===== config.mk =====
export PLATFORM = sky130hd
export DESIGN_NAME = meta_sync_filter_flat
export DESIGN_NICKNAME = d
export VERILOG_FILES = /design/src/rtl/meta_sync_filter_if.sv /design/src/rtl/meta_sync_filter.sv /design/src/flat_wrapper.sv
export SDC_FILE = /design/constraint.sdc
export NUM_CORES = 1
export LEC_CHECK = 0
export BUFFER_PORTS_ARGS = -buffer_cell sky130_fd_sc_hd__clkbuf_2
export CORE_MARGIN = 8
export CORE_UTILIZATION = 24
export CTS_CLUSTER_SIZE = 30
export DETAILED_ROUTE_END_ITERATION = 8
export PLACE_DENSITY = 0.46
export SLEW_MARGIN = 5
export SYNTH_ARGS = -nofsm -noshare
export SYNTH_HDL_FRONTEND = slang
export SYNTH_SLANG_ARGS = --single-unit

===== constraint.sdc =====
create_clock -name iClk -period 1.2 [get_ports iClk]
set_input_delay 0.24 -clock iClk [delete_from_list [all_inputs] [get_ports iClk]]
set_output_delay 0.24 -clock iClk [all_outputs]
set_load 0.005 [all_outputs]

===== src/rtl/meta_sync_filter_if.sv =====
// ---------------------------------------------------------------------------
// meta_sync_filter_if
//   Groups the per-channel level inputs and the filtered level / edge outputs
//   of meta_sync_filter into one bundle.
//
//   iIn   [pWIDTH] : asynchronous level inputs (driven by the source side)
//   oOut  [pWIDTH] : synchronised, filtered levels
//   oRise [pWIDTH] : one-cycle pulse, channel's oOut went 0->1
//   oFall [pWIDTH] : one-cycle pulse, channel's oOut went 1->0
//   oChg           : OR of all oRise|oFall bits, aligned with them
//
//   master : the side that drives iIn and consumes the outputs
//   slave  : the synchroniser itself
// ---------------------------------------------------------------------------
interface meta_sync_filter_if #(
    parameter int unsigned pWIDTH = 8
);
    logic [pWIDTH-1:0] iIn;
    logic [pWIDTH-1:0] oOut;
    logic [pWIDTH-1:0] oRise;
    logic [pWIDTH-1:0] oFall;
    logic              oChg;

    modport master (
        output iIn,
        input  oOut,
        input  oRise,
        input  oFall,
        input  oChg
    );

    modport slave (
        input  iIn,
        output oOut,
        output oRise,
        output oFall,
        output oChg
    );
endinterface


===== src/rtl/meta_sync_filter.sv =====
// ---------------------------------------------------------------------------
// meta_sync_filter
//   Multi-bit metastability synchroniser with a per-channel stability filter
//   and registered rise/fall pulses. Each channel is independent: its
//   asynchronous input passes through a pSTAGE flop chain, and the
//   synchronised value must then hold for pFILT consecutive cycles before
//   oOut accepts it. Excursions shorter than that are discarded and never
//   accumulate across glitches.
//
//   Parameters
//     pWIDTH  : number of channels (>=1)
//     pSTAGE  : synchroniser flops per channel (>=2)
//     pFILT   : cycles a new level must persist (>=1, 1 = no filtering)
//     pRSTVAL : per-channel reset value of the sync chain and oOut
//
//   Ports
//     iClk    : sole clock
//     iRst_n  : synchronous active-low reset
//     bus     : slave modport of meta_sync_filter_if
//               (iIn in; oOut, oRise, oFall, oChg out)
//
//   All outputs come straight from flops.
// ---------------------------------------------------------------------------
module meta_sync_filter #(
    parameter int unsigned       pWIDTH  = 8,
    parameter int unsigned       pSTAGE  = 3,
    parameter int unsigned       pFILT   = 4,
    parameter logic [pWIDTH-1:0] pRSTVAL = '0
) (
    input  logic              iClk,
    input  logic              iRst_n,
    meta_sync_filter_if.slave bus
);

    // Counter needs to reach pFILT-1; keep at least one bit for pFILT=1.
    localparam int unsigned     CW       = (pFILT > 1) ? $clog2(pFILT) : 1;
    localparam logic [CW-1:0]   CNT_LAST = CW'(pFILT - 1);

    // -----------------------------------------------------------------------
    // Elaboration-time parameter checks
    // -----------------------------------------------------------------------
    if (pWIDTH < 1) begin : g_bad_width
        $error("meta_sync_filter: pWIDTH must be >= 1");
    end
    if (pSTAGE < 2) begin : g_bad_stage
        $error("meta_sync_filter: pSTAGE must be >= 2");
    end
    if (pFILT < 1) begin : g_bad_filt
        $error("meta_sync_filter: pFILT must be >= 1");
    end

    // -----------------------------------------------------------------------
    // Synchroniser chain: stage 0 samples iIn, the last stage is the
    // synchronised value. Pure flop-to-flop shift, no logic in between.
    // -----------------------------------------------------------------------
    logic [pSTAGE-1:0][pWIDTH-1:0] sync_q;
    logic [pWIDTH-1:0]             sync_y;

    always_ff @(posedge iClk) begin
        if (!iRst_n) begin
            sync_q <= {pSTAGE{pRSTVAL}};
        end else begin
            sync_q <= {sync_q[pSTAGE-2:0], bus.iIn};
        end
    end

    assign sync_y = sync_q[pSTAGE-1];

    // -----------------------------------------------------------------------
    // Stability filter and edge pulses
    // -----------------------------------------------------------------------
    logic [pWIDTH-1:0][CW-1:0] cnt_q,  cnt_d;
    logic [pWIDTH-1:0]         out_q,  out_d;
    logic [pWIDTH-1:0]         rise_q, rise_d;
    logic [pWIDTH-1:0]         fall_q, fall_d;
    logic                      chg_q,  chg_d;

    always_comb begin
        cnt_d  = '0;
        out_d  = out_q;
        rise_d = '0;
        fall_d = '0;
        for (int unsigned i = 0; i < pWIDTH; i++) begin
            if (sync_y[i] == out_q[i]) begin
                // Returning to the accepted level restarts the count.
                cnt_d[i] = '0;
            end else if (cnt_q[i] == CNT_LAST) begin
                out_d[i]  = sync_y[i];
                rise_d[i] = sync_y[i];
                fall_d[i] = ~sync_y[i];
                cnt_d[i]  = '0;
            end else begin
                cnt_d[i] = cnt_q[i] + 1'b1;
            end
        end
        // Derived from next-state pulses so oChg lands in the same cycle.
        chg_d = |(rise_d | fall_d);
    end

    always_ff @(posedge iClk) begin
        if (!iRst_n) begin
            cnt_q  <= '0;
            out_q  <= pRSTVAL;
            rise_q <= '0;
            fall_q <= '0;
            chg_q  <= 1'b0;
        end else begin
            cnt_q  <= cnt_d;
            out_q  <= out_d;
            rise_q <= rise_d;
            fall_q <= fall_d;
            chg_q  <= chg_d;
        end
    end

    assign bus.oOut  = out_q;
    assign bus.oRise = rise_q;
    assign bus.oFall = fall_q;
    assign bus.oChg  = chg_q;

endmodule

===== src/flat_wrapper.sv =====
// flat-port wrapper written by rule: the top's interface ports become plain ports
module meta_sync_filter_flat 
#(
    parameter int unsigned       pWIDTH  = 8,
    parameter int unsigned       pSTAGE  = 3,
    parameter int unsigned       pFILT   = 4,
    parameter logic [pWIDTH-1:0] pRSTVAL = '0
)
  (iClk, iRst_n, bus_iIn, bus_oOut, bus_oRise, bus_oFall, bus_oChg);
  meta_sync_filter_if #(.pWIDTH(pWIDTH)) bus_i ();
  input  logic iClk;
  input  logic iRst_n;
  input wire logic [$bits(bus_i.iIn)-1:0] bus_iIn;
  output wire logic [$bits(bus_i.oOut)-1:0] bus_oOut;
  output wire logic [$bits(bus_i.oRise)-1:0] bus_oRise;
  output wire logic [$bits(bus_i.oFall)-1:0] bus_oFall;
  output wire logic [$bits(bus_i.oChg)-1:0] bus_oChg;
  assign bus_i.iIn = bus_iIn;
  assign bus_oOut = bus_i.oOut;
  assign bus_oRise = bus_i.oRise;
  assign bus_oFall = bus_i.oFall;
  assign bus_oChg = bus_i.oChg;
  meta_sync_filter #(.pWIDTH(pWIDTH), .pSTAGE(pSTAGE), .pFILT(pFILT), .pRSTVAL(pRSTVAL)) u_core (.iClk(iClk), .iRst_n(iRst_n), .bus(bus_i));
endmodule

## Word level (Yosys, flattened, before mapping)

Index checks and enable logic that the tools add are counted.

| operators by class | value |
|---|---|
| reduce and logical (&&, ||, !) cells | 17 |
| mux-type cells | 32 |
| bitwise gates (word level) | 18 |
| $add $sub $neg | 8 |
| equality and inequality tests | 16 |

Operators with widths:

| kind | number |
|---|---|
| $mux 1 | 32 |
| $reduce_or 3->1 | 8 |
| $not 1->1 | 17 |
| $add 2x1->2 const B | 8 |
| $eq 2x2->1 const B | 8 |
| $reduce_and 2->1 | 8 |
| $eq 1x1->1 | 8 |
| $or 8x8->8 | 1 |
| $reduce_or 8->1 | 1 |

| storage, ports and cells | value |
|---|---|
| output and inout port bits | 25 |
| bits of input ports | 10 |
| register bits | 65 |
| logic and storage cells | 113 |

## Longest topological paths before layout

| logic depth | value |
|---|---|
| depth after elaboration | 5 |
| gate-level depth with buffers | 3 |
| depth with buffers taken out | 3 |

## Worst setup path after synthesis

OpenSTA, ideal clock, no wires.

| path | value |
|---|---|
| kind | register -> register |
| from | register u_core.cnt_q[2] (netlist bit) |
| to | register u_core.chg_q, in the netlist u_core.bus.oChg |
| cell stages (with the launch flop) | 4 |
| data arrival time | 0.834 ns |
| data required time | 1.065 ns |
| setup slack | 0.231 ns |
| clock period less this slack | 0.969 ns |
| setup time | 0.135 ns |
| path buffers | 0 |
| cell sequence | dfxtp_1 ha_1 a22oi_1 a41oi_1 |

| on the way | value |
|---|---|
| word-level cells in the longest chain between the ends | 5 |
| elaborated cells on any way between the ends | 7 |
| those cells by class | 1 x eq/ne; 4 x mux; 1 x bitwise; 1 x reduce/logical |

Ends and longest elaborated chain:

| element | RTL line | source |
|---|---|---|
| start, declared | meta_sync_filter.sv:72 | `logic [pWIDTH-1:0][CW-1:0] cnt_q, cnt_d;` |
| start signal, assigned | meta_sync_filter.sv:108 | `cnt_q <= cnt_d;` |
| $eq 2x2->1 (*) | meta_sync_filter.sv:87 | `end else if (cnt_q[i] == CNT_LAST) begin` |
| $mux 1 | meta_sync_filter.sv:87 |  |
| $mux 1 | meta_sync_filter.sv:84 | `if (sync_y[i] == out_q[i]) begin` |
| $or 8x8->8 (*) | meta_sync_filter.sv:97 | `chg_d = \|(rise_d \| fall_d);` |
| $reduce_or 8->1 (*) | meta_sync_filter.sv:97 |  |
| end signal, assigned | meta_sync_filter.sv:112 | `chg_q <= chg_d;` |
| end, declared | meta_sync_filter.sv:76 | `logic chg_q, chg_d;` |

Mark *: on every way between the ends. The rest lies on a longest branch, timed or not.
A chain may end at the register's enable or synchronous reset.

## Worst setup path after layout

| path | value |
|---|---|
| from | register u_core.out_q[0], in the netlist u_core.bus.oOut[0] |
| to | output port bus_oOut[0] |

RTL lines:

| element | RTL line | source |
|---|---|---|
| start, declared | meta_sync_filter.sv:73 | `logic [pWIDTH-1:0] out_q, out_d;` |
| start signal, assigned | meta_sync_filter.sv:103 | `out_q <= pRSTVAL;` |
| start signal, assigned | meta_sync_filter.sv:109 | `out_q <= out_d;` |
| end, declared | flat_wrapper.sv:14 | `output wire logic [$bits(bus_i.oOut)-1:0] bus_oOut;` |

No word-level cell between the ends.

==> results.sh <==
export IMPL_cp_startpoint="u_core.bus.oOut[0]$_SDFFE_PN0P_"
export IMPL_track_usage_pct=6.80
export IMPL_cp_num_buf_inv=1
export IMPL_syn_avg_cell_area_um2=12.5
export IMPL_h_tree_depth=3
export IMPL_wire_per_inst_um=11.4
export IMPL_num_antenna_cells=0
export IMPL_n_fill_cell=943
export IMPL_postCtsHoldBufs=0
export IMPL_yosysSeqAreaShare_pct=60.6
export IMPL_vdd_drop_max_mv=0.667
export IMPL_yosysTopAreaCell="dfxtp_1"
export IMPL_crit_type="register to output pin"
export IMPL_cpLargestDelayFamily="flip-flops"
export IMPL_viasPerCell=4.01
export IMPL_numCtsBuffers=9
export IMPL_crit_chain="clkbuf_2"
export IMPL_layout_nets=235
export IMPL_synth_edf_count=0
export IMPL_yosys_warnings=0
export IMPL_layout_drive_gt1_share_pct=29.3
export IMPL_cts_sinks=65
export IMPL_cp_max_fo=5
export IMPL_yosysUniqueCellTypes=15
export IMPL_hold_path_class="input port to register"
export IMPL_synth_most_common_cell="dfxtp_1"
export IMPL_via_count=1324
export IMPL_antenna_found_initial=0
export IMPL_dp_hpwl_mm=2.64
export IMPL_async_reset_ff_share_pct=0
export IMPL_ant_nets=0
export IMPL_r2r_cells=3
export IMPL_rr_startpoint="u_core.cnt_q[4]$_SDFF_PP0_"
export IMPL_switchingPower_uw=839
export IMPL_area_growth_pct=24.0
export IMPL_fmax_mhz=889
export IMPL_finalSetupViolations=0
export IMPL_p_int_uw=3100
export IMPL_rsz0062_at_grt="false"
export IMPL_drtIter0Drc=30
export IMPL_cts_root_buffer="clkbuf_8"
export IMPL_gp_congestion=0.617
export IMPL_path_depth=1
export IMPL_drc_errors=0
export IMPL_cts_buffer_depth=2
export IMPL_dr_pass1_iters=4
export IMPL_synth_cells=172
export IMPL_clk_pin_slew_ns=0.07
export IMPL_syn_num_nets=190
export IMPL_power_density_nw_per_um2=1480
export IMPL_sequentialPowerShare_pct=56.1
export IMPL_timing_final_crit_share_pct=93.8
export IMPL_cts_tree="yes"
export IMPL_cts_resized=0
export IMPL_grt_pass1_wl_mm=6.58
export IMPL_fin_setup_tns_ns=0
export IMPL_status="complete, no violations"
export IMPL_hp_start="bus_iIn[1]"
export IMPL_max_stage_delay_ns=0.41
export IMPL_rows=34
export IMPL_dieArea_um2=12200
export IMPL_fp_dieH_um=111
export IMPL_p_total_uw=3940
export IMPL_p_leak_uw=0.00114
export IMPL_ys_ff_latch=65
export IMPL_slew_violations=0
export IMPL_netlist_top_cells_area="dfxtp_1, and2_1, nor3b_1, nor4b_2, ha_1"
export IMPL_netlist_area_um2=2150
export IMPL_synth_ff_type="dfxtp_1"
export IMPL_start_util_pct=24.7
export IMPL_cp_arrival_ns=0.89
export IMPL_io_buffers=34
export IMPL_synth_top_area_share_pct=60.6
export IMPL_skew_ns=0.00470
export IMPL_critPathSlowestCell="dfxtp_1"
export IMPL_switching_share_pct=21.3
export IMPL_synth_common_cells="dfxtp_1, and2_1, nor3b_1"
export IMPL_power_frac_comb_pct=2.5
export IMPL_core_area_um2=8680
export IMPL_finalHoldViolCount=0
export IMPL_post_cts_buffers=0
export IMPL_drv_cap=0
export IMPL_pwr_share_clk_pct=41.4
export IMPL_totalWireLength_mm=3.78
export IMPL_required_ns=0.96
export IMPL_die_w_um=111
export IMPL_clock_latency_ns=0.33
export IMPL_seqCellArea_um2=1300
export IMPL_startpoint_type="register"
export IMPL_end_kind="output pin"
export IMPL_grt_pass1_vias=1380
export IMPL_gr_total_overflow=0
export IMPL_fin_crit_ns=1.13
export IMPL_num_io_pins=35
export IMPL_hold_path_depth=2
export IMPL_worst_pin_slew_ns=0.284
export IMPL_multiInputGateArea_um2=825
export IMPL_slew_limit_headroom_pct=81.0
export IMPL_grt_max_degree=18
==> path summary, 6_finish.rpt <==
kind	end	slack (ns)
worst max register to register	u_core.bus.oChg$_SDFF_PN0_	0.13
worst min-delay path	u_core.sync_q[1]$_SDFF_PN0_	0.11
worst max-delay path	bus_oOut[0]	0.07
worst min register to register	u_core.sync_y[3]$_SDFF_PN0_	0.43
==> routing by layer <==
metal / vias up / GRT usage (%) / wire (um)
met4: 0 / 4.05 / 93
met1: 597 / 8.05 / 1880
met5: - / 0 / 0
met3: 11 / 3.95 / 250
met2: 30 / 9.18 / 1550
li1: 686 / - / -
==> logic make-up (layout without fill, tap and decap cells) <==
kind of cell    Yosys count  in the layout  synth area share, %
xor+xnor                  8              8                 3.27
fa+ha+maj                 8              8                 4.66
flops                    65             65                 60.6
buf+inv                   6             56                 1.17
simple gates             72             72                 24.7
compound gates            5              5                 1.81
mux                       8              8                 3.73
==> flip-flops by register name (all words and copies together), names as in the netlist <==
| name | flops |
|---|---|
| u_core.bus.oFall | 8 |
| u_core.cnt_q | 16 |
| u_core.sync_y | 8 |
| u_core.bus.oRise | 8 |
| u_core.bus.oOut | 8 |
| u_core.sync_q | 16 |
| u_core.bus.oChg | 1 |
==> power by group through the flow <==
stage | registers (uW) | logic, uW | clock network, uW
global route | 2210 | 114 | 1800
floorplan | 2250 | 57.0 | 0
CTS | 2210 | 103 | 1710
finish | 2210 | 99.4 | 1630
global placement | 2260 | 101 | 0
detailed placement | 2260 | 102 | 0
==> final cells by class <==
type                       instances  share of cell area, %
sequential                        65                   49.0
inverter                           1                  0.141
multi-input combinational        101                   31.0
clock buffer                      13                   5.97
tap                              108                   5.08
clock inverter                     3                  0.564
timing repair buffer              39                   8.27
==> metrics by stage <==
step | utilization, % | area (um^2) | cells | hold slack (ns) | setup slack, ns
5_1_grt | 30.7 | 2660 | 330 | 0.0860 | 0.00198
6_report | 30.7 | 2660 | 330 | 0.109 | 0.0750
4_1_cts | 30.6 | 2650 | 330 | 0.0864 | 0.0282
2_1_floorplan | - | 2150 | 172 | 0.367 | 0.231
3_5_place_dp | 28.6 | 2480 | 314 | 0.419 | 0.0853
3_3_place_gp | 28.6 | 2480 | 314 | 0.414 | 0.0923
==> layout by cell type (no fill, tap or decap) <==
master,instances
dfxtp_1,63
clkbuf_2,34
and2_1,24
nor3b_1,16
clkbuf_8,11
xor2_1,8
nor4b_2,8
nand2_1,8
mux2i_1,8
nor2_1,8
and4b_1,8
ha_1,8
buf_4,4
a22oi_1,3
clkinv_2,3
clkbuf_1,2
dfxtp_2,2
inv_2,1
a22oi_2,1
a41oi_1,1
buf_12,1
(Power assumes the default switching activity.)
